## src/rtl/bin2bcd_if.sv

```systemverilog
// Handshake and result bundle between a bin2bcd_seq converter and its client.
// The master drives requests. The slave (the converter) drives status and the packed BCD result.
interface bin2bcd_if #(
   parameter int BIN_W = 14
);
   logic             start;
   logic [BIN_W-1:0] bin;
   logic             busy;
   logic             done;
   logic [15:0]      bcd_out;
   logic             ovf;

   modport master (output start, bin, input busy, done, bcd_out, ovf);
   modport slave  (input start, bin, output busy, done, bcd_out, ovf);
endinterface

```

## src/rtl/bin2bcd_seq.sv

```systemverilog
// Iterative shift-add-3 binary to 4-digit packed BCD converter feeding the display driver.
// Optional saturation to 9999 with an ovf flag is enabled by defining BIN2BCD_SAT_EN.
module bin2bcd_seq #(
   parameter int BIN_W = 14
) (
   input logic       clk,
   input logic       rst,
   bin2bcd_if.slave  bus
);

   typedef enum logic {IDLE, SHIFT} state_t;

   localparam logic [4:0] LAST_STEP = 5'(BIN_W - 1);

   state_t           state, state_next;
   logic [BIN_W-1:0] bin_sr, bin_sr_next;
   logic [15:0]      scratch, scratch_next;
   logic [15:0]      corr;
   logic [15:0]      shifted;
   logic [4:0]       cnt, cnt_next;
   logic             done, done_next;
   logic [15:0]      bcd, bcd_next;
`ifdef BIN2BCD_SAT_EN
   localparam logic [BIN_W-1:0] MAX_DEC = BIN_W'(9999);
   logic             ovf, ovf_next;
   logic             pend, pend_next;
`endif

   always_ff @(posedge clk) begin
      if (rst) begin
         state   <= IDLE;
         bin_sr  <= '0;
         scratch <= '0;
         cnt     <= '0;
         done    <= 1'b0;
         bcd     <= '0;
`ifdef BIN2BCD_SAT_EN
         ovf     <= 1'b0;
         pend    <= 1'b0;
`endif
      end else begin
         state   <= state_next;
         bin_sr  <= bin_sr_next;
         scratch <= scratch_next;
         cnt     <= cnt_next;
         done    <= done_next;
         bcd     <= bcd_next;
`ifdef BIN2BCD_SAT_EN
         ovf     <= ovf_next;
         pend    <= pend_next;
`endif
      end
   end

   always_comb begin
      state_next   = state;
      bin_sr_next  = bin_sr;
      scratch_next = scratch;
      cnt_next     = cnt;
      done_next    = 1'b0;
      bcd_next     = bcd;
`ifdef BIN2BCD_SAT_EN
      ovf_next     = ovf;
      pend_next    = pend;
`endif

      // Add-3 correction on every nibble precedes the shift within the same step.
      corr = scratch;
      for (int i = 0; i < 4; i++) begin
         if (scratch[4*i +: 4] >= 4'd5) begin
            corr[4*i +: 4] = scratch[4*i +: 4] + 4'd3;
         end
      end
      // The thousands nibble's carry-out is dropped, giving bin mod 10000.
      shifted = (corr << 1) | {15'b0, bin_sr[BIN_W-1]};

      case (state)
         IDLE: begin
            if (bus.start) begin
               state_next   = SHIFT;
               bin_sr_next  = bus.bin;
               scratch_next = '0;
               cnt_next     = '0;
`ifdef BIN2BCD_SAT_EN
               pend_next    = (bus.bin > MAX_DEC);
`endif
            end
         end
         SHIFT: begin
            scratch_next = shifted;
            bin_sr_next  = bin_sr << 1;
            cnt_next     = cnt + 5'd1;
            if (cnt == LAST_STEP) begin
               state_next = IDLE;
               done_next  = 1'b1;
`ifdef BIN2BCD_SAT_EN
               bcd_next   = pend ? 16'h9999 : shifted;
               ovf_next   = pend;
`else
               bcd_next   = shifted;
`endif
            end
         end
         default: state_next = IDLE;
      endcase
   end

   assign bus.busy    = (state == SHIFT);
   assign bus.done    = done;
   assign bus.bcd_out = bcd;
`ifdef BIN2BCD_SAT_EN
   assign bus.ovf     = ovf;
`else
   assign bus.ovf     = 1'b0;
`endif

endmodule
```

## src/flat_wrapper.sv

```systemverilog
// flat-port wrapper written by rule: the top's interface ports become plain ports
module bin2bcd_seq_flat 
#(
   parameter int BIN_W = 14
)
  (clk, rst, bus_start, bus_bin, bus_busy, bus_done, bus_bcd_out, bus_ovf);
  bin2bcd_if #(.BIN_W(BIN_W)) bus_i ();
  input logic clk;
  input logic rst;
  input wire logic [$bits(bus_i.start)-1:0] bus_start;
  input wire logic [$bits(bus_i.bin)-1:0] bus_bin;
  output wire logic [$bits(bus_i.busy)-1:0] bus_busy;
  output wire logic [$bits(bus_i.done)-1:0] bus_done;
  output wire logic [$bits(bus_i.bcd_out)-1:0] bus_bcd_out;
  output wire logic [$bits(bus_i.ovf)-1:0] bus_ovf;
  assign bus_i.start = bus_start;
  assign bus_i.bin = bus_bin;
  assign bus_busy = bus_i.busy;
  assign bus_done = bus_i.done;
  assign bus_bcd_out = bus_i.bcd_out;
  assign bus_ovf = bus_i.ovf;
  bin2bcd_seq #(.BIN_W(BIN_W)) u_core (.clk(clk), .rst(rst), .bus(bus_i));
endmodule
```

## config.mk

```make
export PLATFORM = sky130hd
export DESIGN_NAME = bin2bcd_seq_flat
export DESIGN_NICKNAME = d
export VERILOG_FILES = /design/src/rtl/bin2bcd_if.sv /design/src/rtl/bin2bcd_seq.sv /design/src/flat_wrapper.sv
export SDC_FILE = /design/constraint.sdc
export NUM_CORES = 1
export LEC_CHECK = 0
export ABC_AREA = 1
export CAP_MARGIN = 20
export CORE_MARGIN = 1
export CORE_UTILIZATION = 49
export DETAILED_ROUTE_END_ITERATION = 8
export GPL_TIMING_DRIVEN = 0
export PLACE_DENSITY = 0.86
export SYNTH_ARGS = -nofsm -noshare
export SYNTH_HDL_FRONTEND = slang
export SYNTH_SLANG_ARGS = --single-unit
export TNS_END_PERCENT = 1
```

## constraint.sdc

```tcl
create_clock -name clk -period 1.2 [get_ports clk]
set_input_delay 0.24 -clock clk [delete_from_list [all_inputs] [get_ports clk]]
set_output_delay 0.24 -clock clk [all_outputs]
set_load 0.02 [all_outputs]
```

==> run_results.csv <==
group,metric,value,unit
clock_network,cts_max_path_buffers,2,
sta,hold_violations,0,
sta,timing_worst_slew_pin_value,0.528,ns
yosys,syn-mean-instance-area,7.25,sq um
route,vias,2389,
placed_design,place_congestion,0.878,
floorplan,coreArea,4850,sq um
pwr,power.share.switching,22.6,%
yosys,synth_area_leaders,"dfxtp_1 (42%), nand2_1 (17%), nand3_1 (7.1%)",
sta,timing_max_transition_violations_final,0,
yosys,yosysTopAreaCell,"dfxtp_1",
global_route,grt_use_total,21.9,%
yosys,mappedNetlistArea,2520,sq um
sta,grt_setup_unrepaired,"true",
cells_and_area,fillers,433,
sta,fmaxAchievable,779,MHz
clock_network,tritoncts,"yes",
cells_and_area,growth_of_design_area_from_synthesis_to_finish,27.1,%
global_route,grt_pass1_vias,2126,
global_route,grt_max_degree,16,
floorplan,core.rowCount,25,
pwr,comb_power_share,9.3,%
pwr,static-leakage-power,1.48,nW
yosys,yosys_warnings,0,
setup_path,arrival_time_at_the_worst_endpoint,1.54,ns
setup_path,timing.critical_path.fanout_max,7,
clock_network,reg_clk_slew_reported_paths,0.09,ns
yosys,synth.distinct_cells,29,
cells_and_area,antenna-diode-count,0,
pwr,netsw,0.763,mW
route,initial_drt_markers,150,
clock_network,clock_insertion_delay_worst_skew,0.30,ns
pwr,share_clk_of_total_power,36.9,%
yosys,synth_largest_type_area_fraction,42.1,%
route,wl_per_cell,12.3,um
route,route.antenna.remaining_nets,0,
clock_network,clock-sinks,53,
sta,clock_skew,0.00588,ns
clock_network,cts.root.buffer_cell,"clkbuf_8",
hold_path,holdCritPathClass,"primary input to flop",
route,wl,5.66,mm
setup_path,critical-path-top-cell-by-count,"nand2_1",
placed_design,post-place-ws,-0.393,ns
sta,slew-limit-headroom,64.8,%
route,drtPass1Iterations,4,
cells_and_area,post-route-util,66.1,%
run,drv.max_cap_violation_count,0,
yosys,synth.yosys.seq_area_share,42.1,%
yosys,syn_nets,375,
sta,finalCritPeriodShare,107,%
pwr,internal-power,2.61,mW
yosys,synth.ff_latch_count,53,
placed_design,place.detailed.hpwl,3.93,mm
setup_path,startpoint_of_the_worst_slack_reg_to_reg_timing_path,"u_core.cnt[1]",
setup_path,start_kind,"flop",
setup_path,timing.critical_path.to_type,"flop",
floorplan,dieArea,5440,sq um
setup_path,largest_stage_delay_on_the_critical_path,0.36,ns
global_route,grt_pass1_wl,9.31,mm
sta,setup-violations-final,24,
sta,finalHoldWorstSlack,0.449,ns
pwr,total_power,3.37,mW
hold_path,min_from,"bus_start",
route,drcViolationCount,0,
sta,fin_crit,1.28,ns
sta,final.setup.worst_slack,-0.0831,ns
pwr,vdd_drop_max,0.708,mV
floorplan,die_span_y,73.8,um
clock_network,cts_hold_buf,0,
floorplan,die_width,73.8,um
outcome,violations,"setup timing",
cells_and_area,final_nets,419,
setup_path,cells_traversed_along_the_worst_timing_path,"inv_2 -> ha_4 -> nand3_4 -> nor2_8 -> nor2_4 -> buf_4 -> nand2_1 -> nand2_1",
floorplan,num_io_pins,36,
route,vias_per_cell,5.19,
pwr,seq_power_share,53.8,%
clock_network,cts_made_buffers,5,
pwr,power.density_cell_area,1050,nW/um^2
setup_path,critPathRequiredTime,1.46,ns
yosys,syn_inst,348,
clock_network,cts.htree.levels,2,
setup_path,cp_slowest_cell,"dfxtp_2",
global_route,number_of_antenna_violations_at_the_first_check_in_global_routing,0,
setup_path,critPathLaunch,"u_core.cnt[1]",
outcome,run_status,"finished, violations left",
sta,setup_tns,-1.12,ns
floorplan,floorplan.initialDensity,52.0,%
cells_and_area,share_of_final_layout_standard_cells_stronger_than_drive_strength_1,23.9,%
setup_path,setup.worst_path.class,"flop to flop",
placed_design,numPortBuffers,34,
global_route,globalRouteOverflowTotal,0,
## cell families (layout without fill, tap and decap cells)
| family | count (synthesis) | count (layout) | synth area share [%] |
|---|---|---|---|
| buffers and inverters | 54 | 99 | 9.62 |
| DFF | 53 | 53 | 42.1 |
| other | 1 | 1 | 0.149 |
| AOI/OAI and AO/OA | 53 | 53 | 11.7 |
| and+or+nand+nor | 177 | 177 | 31.5 |
| adders and majority gates | 10 | 10 | 4.96 |
## metal layers
layer	part of all wire, %	GRT usage, %	up-vias
met1	44	27.1	1108
li1	-	-	1213
met4	0.95	6.62	0
met5	0	0	-
met3	3.6	3.70	7
met2	51	38.6	61
## synthesized netlist by cell type
library cell    n
nand2_1       116
dfxtp_1        53
inv_1          38
nand3_1        36
a21oi_1        28
ha_1           10
nand4_1         8
a22oi_1         7
buf_2           7
o21ai_0         7
o21ai_1         7
nor2_1          5
nor3_1          4
buf_4           3
buf_6           2
clkbuf_1        2
nor2_4          2
o211ai_1        2
and2_1          1
clkinv_4        1
conb_1          1
inv_2           1
nand2_4         1
nand3_4         1
nor2_8          1
nor3b_1         1
o21ai_2         1
o31ai_1         1
or2_2           1
## cells in the final DEF (no fill, tap or decap), drive strengths merged, types with 2 or more instances in the layout
cell type,n
a21oi,28
a22oi,7
buf,13
clkbuf,20
clkdlybuf4s15,9
clkdlybuf4s50,15
dfxtp,53
ha,10
inv,39
nand2,117
nand3,37
nand4,8
nor2,8
nor3,4
o211ai,2
o21ai,15
## power groups by stage
stage	combinational, mW	sequential, mW	clock (mW)
2_1_floorplan	0.180	1.85	0
3_3_place_gp	0.286	1.85	0
3_5_place_dp	0.293	1.85	0
4_1_cts	0.297	1.81	1.27
5_1_grt	0.350	1.82	1.35
6_report	0.314	1.81	1.25
## sequential cells by signal, summed over array words and instances, names as in the netlist
register / cells
u_core.bin_sr: 14
u_core.bus.bcd_out: 16
u_core.bus.busy: 1
u_core.bus.done: 1
u_core.cnt: 5
u_core.scratch: 16
## worst paths after layout
path,to,slack [ns],cells past startpoint
worst max-delay path,u_core.bus.bcd_out[4],-0.08,8
worst min-delay path,u_core.bin_sr[13],0.45,5
worst max register to register,u_core.bus.bcd_out[4],-0.08,8
worst min register to register,u_core.bus.bcd_out[9],0.46,2
## layout make-up
type	count	area [sq um]	area share (%)
Clock buffer	7	86.3	2.69
Timing Repair Buffer	37	329	10.3
Sequential cell	53	1080	33.6
Clock inverter	1	30.0	0.937
Tap cell	67	83.8	2.62
Buffer	14	103	3.20
Multi-Input combinational cell	241	1340	41.7
Inverter	40	158	4.92
## metrics by stage
step / std cells / cell area (sq um)
final: 460 / 3210
after global routing: 460 / 3210
after CTS: 457 / 3140
after detailed placement: 449 / 2950
after global placement: 449 / 2950
after floorplan: 348 / 2520
## critical path, delay by kind of cell (launching register included)
kind	cells	cell delay (ns)
DFF	1	0.36
adders and majority gates	1	0.16
buffers and inverters	2	0.24
and+or+nand+nor	5	0.47
## timing repair
item | CTS | global route
gates cloned | 0 | 1
buffers inserted | 0 | 2
gates resized for setup | 74 | 41
pin swaps | 2 | 1
setup endpoints to repair | 50 | 59
Note: power is estimated with default switching activity, not from simulation.
